`config.mk`:
```
export PLATFORM = sky130hd
export DESIGN_NAME = wb_arb
export DESIGN_NICKNAME = d
export VERILOG_FILES = /design/src/rtl/wb_arb.sv
export SDC_FILE = /design/constraint.sdc
export NUM_CORES = 1
export LEC_CHECK = 0
export ABC_CLOCK_PERIOD_IN_PS = 6680
export CAP_MARGIN = 20
export CELL_PAD_IN_SITES_DETAIL_PLACEMENT = 0
export CELL_PAD_IN_SITES_GLOBAL_PLACEMENT = 1
export CORE_AREA = 2 2 281 256
export CTS_CLUSTER_DIAMETER = 100
export DETAILED_ROUTE_END_ITERATION = 8
export DIE_AREA = 0 0 283 258
export PLACE_DENSITY_LB_ADDON = 0.25
export SYNTH_ARGS = -nofsm -noshare
export SYNTH_HDL_FRONTEND = slang
export SYNTH_SLANG_ARGS = --single-unit
```
`constraint.sdc`:
```
create_clock -name clk -period 6.68 [get_ports clk]
set_clock_uncertainty 0.05 [all_clocks]
set_input_delay 0.668 -clock clk [delete_from_list [all_inputs] [get_ports clk]]
set_output_delay 0.668 -clock clk [all_outputs]
set_load 0.1 [all_outputs]
```
`src/rtl/wb_arb.sv`:
```
`default_nettype none
// wb_arb: writeback arbiter. Two 2-entry result FIFOs (integer and load/store
// pipes) drained round-robin onto one register-file write port and retire bus.
module wb_arb (
  input  logic        clk,
  input  logic        rst,
  input  logic [4:0]  ip_wb_dst,
  input  logic [63:0] ip_wb_result,
  input  logic [63:0] ip_wb_pc,
  input  logic        ip_wb_wb_en,
  input  logic        ip_wb_valid,
  output logic        ip_wb_ready,
  input  logic [4:0]  lsp_wb_dst,
  input  logic [63:0] lsp_wb_result,
  input  logic [63:0] lsp_wb_pc,
  input  logic        lsp_wb_wb_en,
  input  logic        lsp_wb_valid,
  output logic        lsp_wb_ready,
  output logic        rf_wr_en,
  output logic [4:0]  rf_wr_id,
  output logic [63:0] rf_wr_data,
  output logic        wb_retire_valid,
  output logic [63:0] wb_retire_pc,
  output logic [63:0] wb_instret
);
  // Entry layout: {dst[133:129], result[128:65], pc[64:1], wb_en[0]}
  localparam int EW = 134;

  logic [EW-1:0] ip_mem_q  [2];
  logic [EW-1:0] lsp_mem_q [2];
  logic          ip_wp_q, ip_rp_q, lsp_wp_q, lsp_rp_q;
  logic [1:0]    ip_cnt_q, lsp_cnt_q;
  logic          prio_q, prio_d;
  logic          ip_push, lsp_push, ip_req, lsp_req;
  logic          gnt_ip, gnt_lsp, gnt;
  logic [EW-1:0] ip_head, lsp_head, head;

  assign ip_wb_ready  = (ip_cnt_q  < 2'd2);
  assign lsp_wb_ready = (lsp_cnt_q < 2'd2);
  assign ip_push      = ip_wb_valid  && ip_wb_ready;
  assign lsp_push     = lsp_wb_valid && lsp_wb_ready;
  assign ip_req       = (ip_cnt_q  != 2'd0);
  assign lsp_req      = (lsp_cnt_q != 2'd0);
  assign ip_head      = ip_mem_q[ip_rp_q];
  assign lsp_head     = lsp_mem_q[lsp_rp_q];
  assign gnt          = gnt_ip || gnt_lsp;

  always_comb begin
    gnt_ip  = 1'b0;
    gnt_lsp = 1'b0;
    prio_d  = prio_q;
    head    = ip_head;
    if (ip_req && (!lsp_req || !prio_q)) begin
      gnt_ip = 1'b1;
      prio_d = 1'b1;
    end else if (lsp_req) begin
      gnt_lsp = 1'b1;
      prio_d  = 1'b0;
      head    = lsp_head;
    end
  end

  // Storage needs no reset: occupancy alone decides what is valid.
  always_ff @(posedge clk) begin
    if (ip_push)  ip_mem_q[ip_wp_q]   <= {ip_wb_dst, ip_wb_result, ip_wb_pc, ip_wb_wb_en};
    if (lsp_push) lsp_mem_q[lsp_wp_q] <= {lsp_wb_dst, lsp_wb_result, lsp_wb_pc, lsp_wb_wb_en};
  end

  always_ff @(posedge clk or posedge rst) begin
    if (rst) begin
      ip_wp_q   <= 1'b0;
      ip_rp_q   <= 1'b0;
      ip_cnt_q  <= 2'd0;
      lsp_wp_q  <= 1'b0;
      lsp_rp_q  <= 1'b0;
      lsp_cnt_q <= 2'd0;
      prio_q    <= 1'b0;
    end else begin
      if (ip_push)  ip_wp_q  <= ~ip_wp_q;
      if (gnt_ip)   ip_rp_q  <= ~ip_rp_q;
      if (lsp_push) lsp_wp_q <= ~lsp_wp_q;
      if (gnt_lsp)  lsp_rp_q <= ~lsp_rp_q;
      ip_cnt_q  <= ip_cnt_q  + 2'(ip_push)  - 2'(gnt_ip);
      lsp_cnt_q <= lsp_cnt_q + 2'(lsp_push) - 2'(gnt_lsp);
      prio_q    <= prio_d;
    end
  end

  always_ff @(posedge clk or posedge rst) begin
    if (rst) begin
      wb_retire_valid <= 1'b0;
      rf_wr_en        <= 1'b0;
      rf_wr_id        <= 5'd0;
      rf_wr_data      <= 64'd0;
      wb_retire_pc    <= 64'd0;
      wb_instret      <= 64'd0;
    end else begin
      wb_retire_valid <= gnt;
      rf_wr_en        <= gnt && head[0] && (head[133:129] != 5'd0);
      if (gnt) begin
        rf_wr_id     <= head[133:129];
        rf_wr_data   <= head[128:65];
        wb_retire_pc <= head[64:1];
        wb_instret   <= wb_instret + 64'd1;
      end
    end
  end
endmodule
`default_nettype wire

```
==> results.txt <==
----------------------------------------------------
[Routing]
  Antenna-violating nets left ... 0
  1st-iter DRT viols ... 1,117
  DR vias ... 16,100
  Detailed-route wire length ... 72.7 mm
  DRC ... 0
  Number of detailed-route iterations in the first pass ... 7
  Number of vias per cell after detailed routing ... 5.16
  Per-cell routed wire length ... 23.3 um

[Run status]
  Run status ... complete, no violations

[Clock tree]
  TritonCTS clock tree ... yes
  Buffers inserted during post-CTS setup optimization ... 0
  Number of buffers created by CTS ... 79
  Hold bufs inserted after CTS ... 0
  Max Buffers Root-to-Sink ... 3
  Clock sink total ... 744
  Clock insertion delay at the later pin of the skew report ... 0.62 ns
  Deepest level of the CTS H-tree ... 3
  Reg clk slew, reported paths ... 0.06 ns
  Post-cts repair resize count ... 0
  Clk Tree Root Cell ... clkbuf_16

[Place]
  Placed wire-length estimate after detailed placement ... 45.8 mm
  Global placement routability congestion ... 0.850
  Port-buffer cells ... 472
  Area after detailed placement ... 33,600 sq um

[Logic synthesis]
  Cell types occupying the most area after synthesis ... edfxtp_1 (58%), dfrtp_1 (19%), mux2i_1 (9.5%), o221ai_1 (4.0%), nand2_1 (1.6%)
  Top cell type's share of synthesized area ... 57.9%
  Count of warnings emitted by yosys ... 0
  Register bit total from synthesis ... 744
  Synth Instances ... 1,614
  Post-Syn Nets ... 1,891
  Most frequent cell after synthesis ... edfxtp_1
  Register area share after synthesis ... 76.7%
  Number of different library cells in the post-synthesis netlist ... 40
  Most used flip-flop cell after synthesis ... edfxtp_1
  Biggest area consumer among synthesized cells ... edfxtp_1
  Post-synth top cells ... edfxtp_1 (536), mux2i_1 (265), dfrtp_1 (208), o221ai_1 (128), nand2_1 (122)
  Syn avg cell area ... 17.2 sq um
  EDFF count, synth ... 536
  Post-synthesis cell area ... 27,800 sq um
  FFs w/ async S/R, synth ... 28.0%

[Global route]
  Initial antenna violation count ... 20
  Via count of the first global-routing pass ... 16,800
  Largest net degree at the start of global routing ... 117
  Wire length of the first global-routing pass ... 108 mm
  Overall routing resource usage ... 19.6%
  Global route total overflow ... 0

[Min path]
  Worst hold path depth ... 2
  Worst hold-check path type ... reg -> reg

[Timing]
  Final Hold Fails ... 0
  Pin slew with the least headroom to its limit ... 1.20 ns
  Post-route minimum period ... 3.15 ns
  Setup violators final ... 0
  Final critical-path share of the clock period ... 47.2%
  Rel. slew slack ... 19.7%
  Slew Viols, Final ... 0
  Unrepaired setup endpoints after global routing ... false
  Setup Total Neg Slack ... 0 ns
  Maximum achievable frequency ... 317 MHz

[Cells and area]
  Finished Cell Area ... 36,300 sq um
  Share of the core filled with cells in the final layout ... 51.5%
  Share of layout cells above drive strength 1 ... 7.28%
  Post-synthesis to final-layout area growth ... 30.6%
  Final nets ... 2,380

[Setup path]
  Worst reg2reg startpoint ... lsp_cnt_q[1]
  CP arrival ... 3.60 ns
  CP endpoint ... rf_wr_data[28]
  Crit Path Class ... reg -> reg
  Endpoint type of the worst setup path ... flip-flop
  Cells on worst reg2reg path ... 6
  Reg-to-reg endpoint ... rf_wr_data[28]
  Register-to-Register Setup Slack ... 3.53 ns
  Maximum fanout count along the critical path ... 70
  Critical path launch point type ... flip-flop
  Crit path launch ... lsp_cnt_q[1]
  Data required, critical path ... 7.13 ns

[Power and ir drop]
  PwrDens ... 526 nW/um^2
  Max IR drop VDD ... 342 uV
  Leakage dissipation ... 13.3 nW

[Floorplanning]
  Row Count ... 93
  Number of placed I/O pins ... 473
  Initial cell density of the core ... 39.5%
  Total Die Area ... 73,000 sq um
  Core area ... 70,400 sq um
  Floorplan die height ... 258 um
  Die span in x ... 283 um

[Flow run]
  Reported max-cap violation count ... 0

----------------------------------------------------
[flip-flops by register name (all words and copies together), names as in the netlist, 2 cells and up]
name and flops:
ip_mem_q 268, lsp_mem_q 268, rf_wr_data 64, wb_instret 64
wb_retire_pc 64, rf_wr_id 5, ip_cnt_q 2, lsp_cnt_q 2
[logic make-up (layout without fill, tap and decap cells)]
kind of cell	after synthesis	after routing	synth area share [%]
AOI/OAI and AO/OA	186	186	5.54
xor gates and xnor gates	71	71	2.24
adders and majority gates	5	5	0.225
buffers and inverters	94	649	1.32
DFF	744	744	76.7
muxes	269	269	9.71
other	0	8	0
and+or+nand+nor	245	245	4.32
[cell type report]
| class | instances | area [sq um] |
|---|---|---|
| antenna | 8 | 20.0 |
| clock buffer | 117 | 2250 |
| clock inverter | 30 | 367 |
| fill | 5757 | 34100 |
| inverter | 14 | 62.6 |
| multi-input combinational | 776 | 6160 |
| sequential | 744 | 21300 |
| tap | 950 | 1190 |
| timing repair buffer | 488 | 4930 |
[critical path, stage by stage, from the launching register on]
cell and delay, ns:
dfrtp_1 0.43, or2_2 0.37, o21ai_4 0.08, buf_4 0.71, buf_4 0.85, o221ai_1 0.25
o21a_1 0.18
[report_power, final]
group / switching, W / leakage, nW / total (W) / internal [W]
Combinational: 0.00571 / 4.51 / 0.00789 / 0.00218
Sequential: 0.000625 / 7.52 / 0.00681 / 0.00619
Clock: 0.00180 / 1.28 / 0.00439 / 0.00259
Total: 0.00813 / 13.3 / 0.0191 / 0.0110
[how the worst min path moves through the flow]
| stage | start | slack [ns] | end |
|---|---|---|---|
| 6_report | rf_wr_id[1] | 0.43 | rf_wr_id[1] |
| 3_5_place_dp | rf_wr_id[1] | 0.41 | rf_wr_id[1] |
| 2_1_floorplan | lsp_wp_q | 0.43 | lsp_wp_q |
| 4_1_cts | rf_wr_id[1] | 0.43 | rf_wr_id[1] |
| 5_1_grt | wb_instret[63] | 0.45 | wb_instret[63] |
| 3_3_place_gp | rf_wr_id[0] | 0.42 | rf_wr_id[0] |
[placed cells by master (no fill, tap or decap), types with 7 or more instances in the layout]
cell type and n:
o221ai_1 128, diode_2 8, clkbuf_16 80, clkinv_2 10, nand2_1 122, inv_1 11
xnor2_1 44, dfrtp_1 206, clkbuf_1 26, buf_4 9, nand4_1 28, nand3_1 21
mux2i_1 265, nor3_1 16, o21a_1 46, xor2_1 27, and3_1 8, clkdlybuf4s50_1 472
nor2_1 24, buf_12 7, clkbuf_8 11, edfxtp_1 536
[per-layer routing]
metal	up-vias	part of all wire, %	track usage (%)
met4	26	2.4	6.12
met3	130	6.2	5.09
li1	7271	-	-
met1	8216	42	25.4
met5	-	0.21	0
met2	481	49	32.5
[through the flow]
| step | power (W) | hold WS, ns | cells | setup WS, ns |
|---|---|---|---|---|
| 2_1_floorplan | 0.0126 | 0.429 | 1614 | 0.281 |
| 3_3_place_gp | 0.0148 | 0.419 | 2971 | 3.56 |
| 3_5_place_dp | 0.0149 | 0.410 | 2971 | 3.47 |
| 4_1_cts | 0.0193 | 0.428 | 3118 | 3.47 |
| 5_1_grt | 0.0199 | 0.455 | 3125 | 3.35 |
| 6_report | 0.0191 | 0.426 | 3127 | 3.53 |
Power figures use the tool's default switching activity.
